## src/rtl/seq_gen_if.sv

```systemverilog
// Control/stream bundle for seq_gen: pattern loading, playback handshake and symbol output.
interface seq_gen_if #(
  parameter int GAP_W = 4,
  parameter int CNT_W = 4
);
  logic             Wr_en;
  logic [1:0]       Wr_sym;
  logic             Clr;
  logic             Start;
  logic             Stop;
  logic             Repeat;
  logic [GAP_W-1:0] Gap;
  logic [1:0]       Dout;
  logic             Dvalid;
  logic             Busy;
  logic             Done;
  logic [CNT_W-1:0] Count;
  logic             Full;

  modport master (
    output Wr_en, Wr_sym, Clr, Start, Stop, Repeat, Gap,
    input  Dout, Dvalid, Busy, Done, Count, Full
  );

  modport slave (
    input  Wr_en, Wr_sym, Clr, Start, Stop, Repeat, Gap,
    output Dout, Dvalid, Busy, Done, Count, Full
  );
endinterface

```

## src/rtl/seq_gen.sv

```systemverilog
// Programmable 2-bit symbol pattern player with per-symbol hold, repeat and start/stop/done.
module seq_gen #(
  parameter int DEPTH = 8,
  parameter int GAP_W = 4,
  parameter int CNT_W = 4
) (
  input  logic      Clk,
  input  logic      Reset,
  seq_gen_if.slave  bus
);
  localparam int IDX_W = $clog2(DEPTH);

  typedef enum logic {S_IDLE, S_PLAY} state_e;

  state_e           state_q, state_d;
  logic [CNT_W-1:0] idx_q, idx_d;
  logic [GAP_W-1:0] hold_q, hold_d;
  logic [GAP_W-1:0] gap_q, gap_d;
  logic [CNT_W-1:0] cnt_q, cnt_d;
  logic [1:0]       dout_q, dout_d;
  logic             dvalid_q, dvalid_d;
  logic             busy_q, busy_d;
  logic             done_q, done_d;
  logic [1:0]       mem_q [DEPTH];
  logic             wr_fire;
  logic             full;
  logic             last_sym;

  assign full     = (cnt_q == CNT_W'(DEPTH));
  assign last_sym = (idx_q == cnt_q - CNT_W'(1));

  always_comb begin
    state_d = state_q;
    idx_d   = idx_q;
    hold_d  = hold_q;
    gap_d   = gap_q;
    cnt_d   = cnt_q;
    done_d  = 1'b0;
    wr_fire = 1'b0;
    unique case (state_q)
      S_IDLE: begin
        if (!bus.Stop) begin
          if (bus.Clr) begin
            cnt_d = '0;
          end else if (bus.Start && (cnt_q != '0)) begin
            state_d = S_PLAY;
            idx_d   = '0;
            hold_d  = bus.Gap;
            gap_d   = bus.Gap;
          end else if (bus.Wr_en && !full) begin
            wr_fire = 1'b1;
            cnt_d   = cnt_q + CNT_W'(1);
          end
        end
      end
      S_PLAY: begin
        if (bus.Stop) begin
          state_d = S_IDLE;
        end else if (hold_q != '0) begin
          hold_d = hold_q - GAP_W'(1);
        end else begin
          hold_d = gap_q;
          if (!last_sym) begin
            idx_d = idx_q + CNT_W'(1);
          end else if (bus.Repeat) begin
            idx_d = '0;
          end else begin
            state_d = S_IDLE;
            done_d  = 1'b1;
          end
        end
      end
      default: state_d = S_IDLE;
    endcase
    // Output registers are loaded from the next-state view so a symbol appears right after its edge.
    dvalid_d = (state_d == S_PLAY);
    busy_d   = (state_d == S_PLAY);
    dout_d   = (state_d == S_PLAY) ? mem_q[idx_d[IDX_W-1:0]] : 2'b00;
  end

  always_ff @(posedge Clk or negedge Reset) begin
    if (!Reset) begin
      state_q  <= S_IDLE;
      idx_q    <= '0;
      hold_q   <= '0;
      gap_q    <= '0;
      cnt_q    <= '0;
      dout_q   <= 2'b00;
      dvalid_q <= 1'b0;
      busy_q   <= 1'b0;
      done_q   <= 1'b0;
    end else begin
      state_q  <= state_d;
      idx_q    <= idx_d;
      hold_q   <= hold_d;
      gap_q    <= gap_d;
      cnt_q    <= cnt_d;
      dout_q   <= dout_d;
      dvalid_q <= dvalid_d;
      busy_q   <= busy_d;
      done_q   <= done_d;
    end
  end

  // Pattern storage is deliberately not reset; Count=0 makes it unreachable.
  always_ff @(posedge Clk) begin
    if (wr_fire) mem_q[cnt_q[IDX_W-1:0]] <= bus.Wr_sym;
  end

  assign bus.Dout   = dout_q;
  assign bus.Dvalid = dvalid_q;
  assign bus.Busy   = busy_q;
  assign bus.Done   = done_q;
  assign bus.Count  = cnt_q;
  assign bus.Full   = full;
endmodule

```

## src/flat_wrapper.sv

```systemverilog
// flat-port wrapper written by rule: the top's interface ports become plain ports
module seq_gen_flat 
#(
  parameter int DEPTH = 8,
  parameter int GAP_W = 4,
  parameter int CNT_W = 4
)
  (Clk, Reset, bus_Wr_en, bus_Wr_sym, bus_Clr, bus_Start, bus_Stop, bus_Repeat, bus_Gap, bus_Dout, bus_Dvalid, bus_Busy, bus_Done, bus_Count, bus_Full);
  seq_gen_if #(.GAP_W(GAP_W), .CNT_W(CNT_W)) bus_i ();
  input  logic Clk;
  input  logic Reset;
  input wire logic [$bits(bus_i.Wr_en)-1:0] bus_Wr_en;
  input wire logic [$bits(bus_i.Wr_sym)-1:0] bus_Wr_sym;
  input wire logic [$bits(bus_i.Clr)-1:0] bus_Clr;
  input wire logic [$bits(bus_i.Start)-1:0] bus_Start;
  input wire logic [$bits(bus_i.Stop)-1:0] bus_Stop;
  input wire logic [$bits(bus_i.Repeat)-1:0] bus_Repeat;
  input wire logic [$bits(bus_i.Gap)-1:0] bus_Gap;
  output wire logic [$bits(bus_i.Dout)-1:0] bus_Dout;
  output wire logic [$bits(bus_i.Dvalid)-1:0] bus_Dvalid;
  output wire logic [$bits(bus_i.Busy)-1:0] bus_Busy;
  output wire logic [$bits(bus_i.Done)-1:0] bus_Done;
  output wire logic [$bits(bus_i.Count)-1:0] bus_Count;
  output wire logic [$bits(bus_i.Full)-1:0] bus_Full;
  assign bus_i.Wr_en = bus_Wr_en;
  assign bus_i.Wr_sym = bus_Wr_sym;
  assign bus_i.Clr = bus_Clr;
  assign bus_i.Start = bus_Start;
  assign bus_i.Stop = bus_Stop;
  assign bus_i.Repeat = bus_Repeat;
  assign bus_i.Gap = bus_Gap;
  assign bus_Dout = bus_i.Dout;
  assign bus_Dvalid = bus_i.Dvalid;
  assign bus_Busy = bus_i.Busy;
  assign bus_Done = bus_i.Done;
  assign bus_Count = bus_i.Count;
  assign bus_Full = bus_i.Full;
  seq_gen #(.DEPTH(DEPTH), .GAP_W(GAP_W), .CNT_W(CNT_W)) u_core (.Clk(Clk), .Reset(Reset), .bus(bus_i));
endmodule
```

## config.mk

```make
export PLATFORM = sky130hd
export DESIGN_NAME = seq_gen_flat
export DESIGN_NICKNAME = d
export VERILOG_FILES = /design/src/rtl/seq_gen_if.sv /design/src/rtl/seq_gen.sv /design/src/flat_wrapper.sv
export SDC_FILE = /design/constraint.sdc
export NUM_CORES = 1
export LEC_CHECK = 0
export CAP_MARGIN = 30
export CORE_UTILIZATION = 35
export DETAILED_ROUTE_END_ITERATION = 16
export DONT_BUFFER_PORTS = 1
export GPL_TIMING_DRIVEN = 1
export HOLD_SLACK_MARGIN = 0.08
export PLACE_DENSITY = 0.53
export SETUP_SLACK_MARGIN = 0.15
export SLEW_MARGIN = 10
export SYNTH_ARGS = -nofsm -noshare
export SYNTH_HDL_FRONTEND = slang
export SYNTH_SLANG_ARGS = --single-unit
```

## constraint.sdc

```tcl
create_clock -name Clk -period 2.7 [get_ports Clk]
set_input_delay 0.27 -clock Clk [delete_from_list [all_inputs] [get_ports Clk]]
set_output_delay 0.27 -clock Clk [all_outputs]
set_load 0.005 [all_outputs]
```

==> results.cfg <==
[critical_path]
r2r-start = u_core.bus.Count[0]
rr_endpoint = u_core.bus.Dout[1]
cp.arrival_ns = 2.62
r2r.worst_path.cells = 8
rrSetupSlack_ns = 0.27
worstPathRequired_ns = 2.89
worstSetupPathType = reg2reg
path_max_fanout = 5
critPathCaptureType = flip-flop
cp-start-kind = flip-flop

[floorplan]
rows = 27
die_area_um2 = 6170
core-area_um2 = 5570
io_pins = 23
start_util = 0.368
die_w_um = 78.6
die_h_um = 78.6

[power_and_ir_drop]
power_density_nw_per_um2 = 844
power_frac_clock = 0.234
p_int_mw = 1.27
power.switching_mw = 0.736
p_comb_frac = 0.369
swShare = 0.367
finalPower_mw = 2.00
power.share.sequential = 0.397
ir_drop_mv = 0.403
p_leak_nw = 0.929

[yosys]
synth_edf_count = 16
ys_seq_elements = 36
synth_area_per_cell_um2 = 11.5
ys_seq_area_frac = 0.478
synth.distinct_cells = 60
synthCells = 178
syn-num-nets = 195
syn-cell-area_um2 = 2050
synth_top_cells_by_count = 20 x dfrtp_1, 16 x edfxtp_1, 16 x inv_1
yosys_warnings = 0
synth_top_area_frac = 0.244
synth_area_leader_cell = dfrtp_1
synthMostInstantiatedCell = dfrtp_1
synth_area_leaders = dfrtp_1 24%, edfxtp_1 23%, inv_1 2.9%
async_flop_share = 0.556
synth-main-ff-cell = dfrtp_1

[clock_tree]
cts_tree = built
h-tree-depth = 2
cts_buffer_depth = 2
clk_pin_slew_ns = 0.08
clk-insertion-delay-late_ns = 0.28
clock_sinks = 36
cts_buffers = 5
cts_root_buf = clkbuf_8

[global_route]
grt_use_total = 0.149
antenna_found_initial = 0
grt_pass1_vias = 1429
overflow = 0
grt_pass1_wl_mm = 7.13
grt_max_degree = 21

[place]
place_ws_ns = 0.131
port-buffer-count = 0
routabilityCongestion = 0.826
dpl.hpwl_mm = 3.11

[timing]
layout_setup_ws_ns = 0.272
post-route-min-period_ns = 2.43
clock-skew-final_ns = 0.00688
fmax_ghz = 0.412
tightest_slew_ns = 0.449
slew_headroom = 0.699
drv_slew = 0
tns_ns = 0
rsz0062_at_grt = false
finalCritPeriodShare = 0.899
hold_viol = 0
report.final.setup_viol = 0

[route]
drt-total-wl_mm = 4.29
firstDrtPassIters = 4
post_drt_wl_per_cell_um = 16.3
drt_iter0_drc = 78
vias_per_cell = 5.40
drc = 0
vias = 1420
ant_nets = 0

[hold_path]
worstHoldEndpoint = u_core.bus.Count[2]
hold_path_startpoint = bus_Clr
hold_class = in2reg
hold_depth = 1

[final_layout]
multiInputGateArea_um2 = 1020
area_growth_syn_to_layout_pct = 15.7
nFillCells = 539
register_area_um2 = 981
nNetsFinal = 207
num_antenna_cells = 0
drive_gt1_frac = 0.257

[flow_run]
maxCapViolCount = 0

[status]
status = finished, final reports clean
[sequential cells by signal, indices dropped and copies added (netlist names)]
| register | cells |
|---|---|
| u_core.bus.Done | 1 |
| u_core.gap_q | 4 |
| u_core.mem_q | 16 |
| u_core.bus.Count | 4 |
| u_core.state_q | 1 |
| u_core.hold_q | 4 |
| u_core.idx_q | 4 |
| u_core.bus.Dout | 2 |
[placed cells by master (no fill, tap or decap), types with 2 or more instances in the layout]
cell type	count
dlygate4sd3_1	6
nand2b_1	2
o21ai_2	2
nand2_1	5
ha_1	2
buf_4	5
nand4_1	2
nor2b_1	2
ha_2	2
nand3b_1	3
o211ai_1	3
o21ai_0	8
xor2_1	4
nor4_1	2
nor2_1	10
clkbuf_8	5
mux2_2	4
o41ai_1	2
xor2_2	2
dfrtp_1	20
a21oi_1	5
nand3_1	3
nor3_1	4
nor3_2	2
a211oi_1	2
xnor2_1	3
edfxtp_1	16
inv_1	16
o31a_1	3
mux4_2	2
and4_2	5
nor3b_1	2
o22ai_1	2
[repair_timing]
item,4_1_cts,5_1_grt
buffers inserted,0,0
hold buffers,6,0
setup endpoints to repair,1,2
gates resized for setup,1,10
endpoints found under the hold margin,39,0
[through the flow]
step                      area [um2]  hold WS (ns)   util  std cells
after global placement          2140       -0.0249  0.385        248
after floorplan                 2060       -0.0256      -        178
after detailed placement        2140       -0.0248  0.385        248
final                           2370        0.0930  0.426        263
after CTS                       2310        0.0896  0.415        262
after global routing            2370        0.0904  0.426        263
[layout make-up]
cell class / instances / area share
tap: 72 / 0.0380
timing repair buffer: 12 / 0.0459
inverter: 17 / 0.0269
multi-input combinational: 118 / 0.431
clock inverter: 2 / 0.0148
clock buffer: 6 / 0.0306
sequential: 36 / 0.413
[worst max-delay path by stage]
stage,from,endpoint,slack (ns),depth (start not counted)
after detailed placement,u_core.bus.Count[0],u_core.bus.Dout[1],0.13,8
after CTS,u_core.bus.Count[0],u_core.bus.Dout[1],0.19,8
after floorplan,u_core.bus.Count[1],u_core.bus.Dout[0],0.24,9
final,u_core.bus.Count[0],u_core.bus.Dout[1],0.27,8
after global placement,u_core.bus.Count[1],u_core.bus.Dout[1],0.20,8
after global routing,u_core.bus.Count[0],u_core.bus.Dout[0],0.15,8
[logic make-up after synthesis]
kind of cell               share of synthesized area
and+or+nand+nor                                0.204
AOI/OAI and AO/OA                              0.136
DFF                                            0.478
buffers and inverters                         0.0518
xor gates and xnor gates                      0.0567
muxes                                         0.0488
adders and majority gates                     0.0244
[layer usage]
metal,wire [um],track usage
met5,0,0
met4,43,0.0444
met3,188,0.0326
met2,1990,0.230
met1,2060,0.207
[critical path: stages (launching register included)]
cell,delay [ns]
dfrtp_1,0.38
inv_1,0.10
ha_2,0.22
or3b_4,0.43
a21oi_4,0.19
o21ai_2,0.13
nand3_4,0.13
mux4_2,0.50
a211oi_1,0.25
[power groups by stage]
stage / Combinational, mW / Sequential (mW) / Clock (mW)
2_1_floorplan: 0.571 / 0.774 / 0
3_3_place_gp: 0.660 / 0.799 / 0
3_5_place_dp: 0.681 / 0.806 / 0
4_1_cts: 0.700 / 0.794 / 0.476
5_1_grt: 0.817 / 0.813 / 0.501
6_report: 0.739 / 0.796 / 0.469
Note: power is estimated with default switching activity, not from simulation.
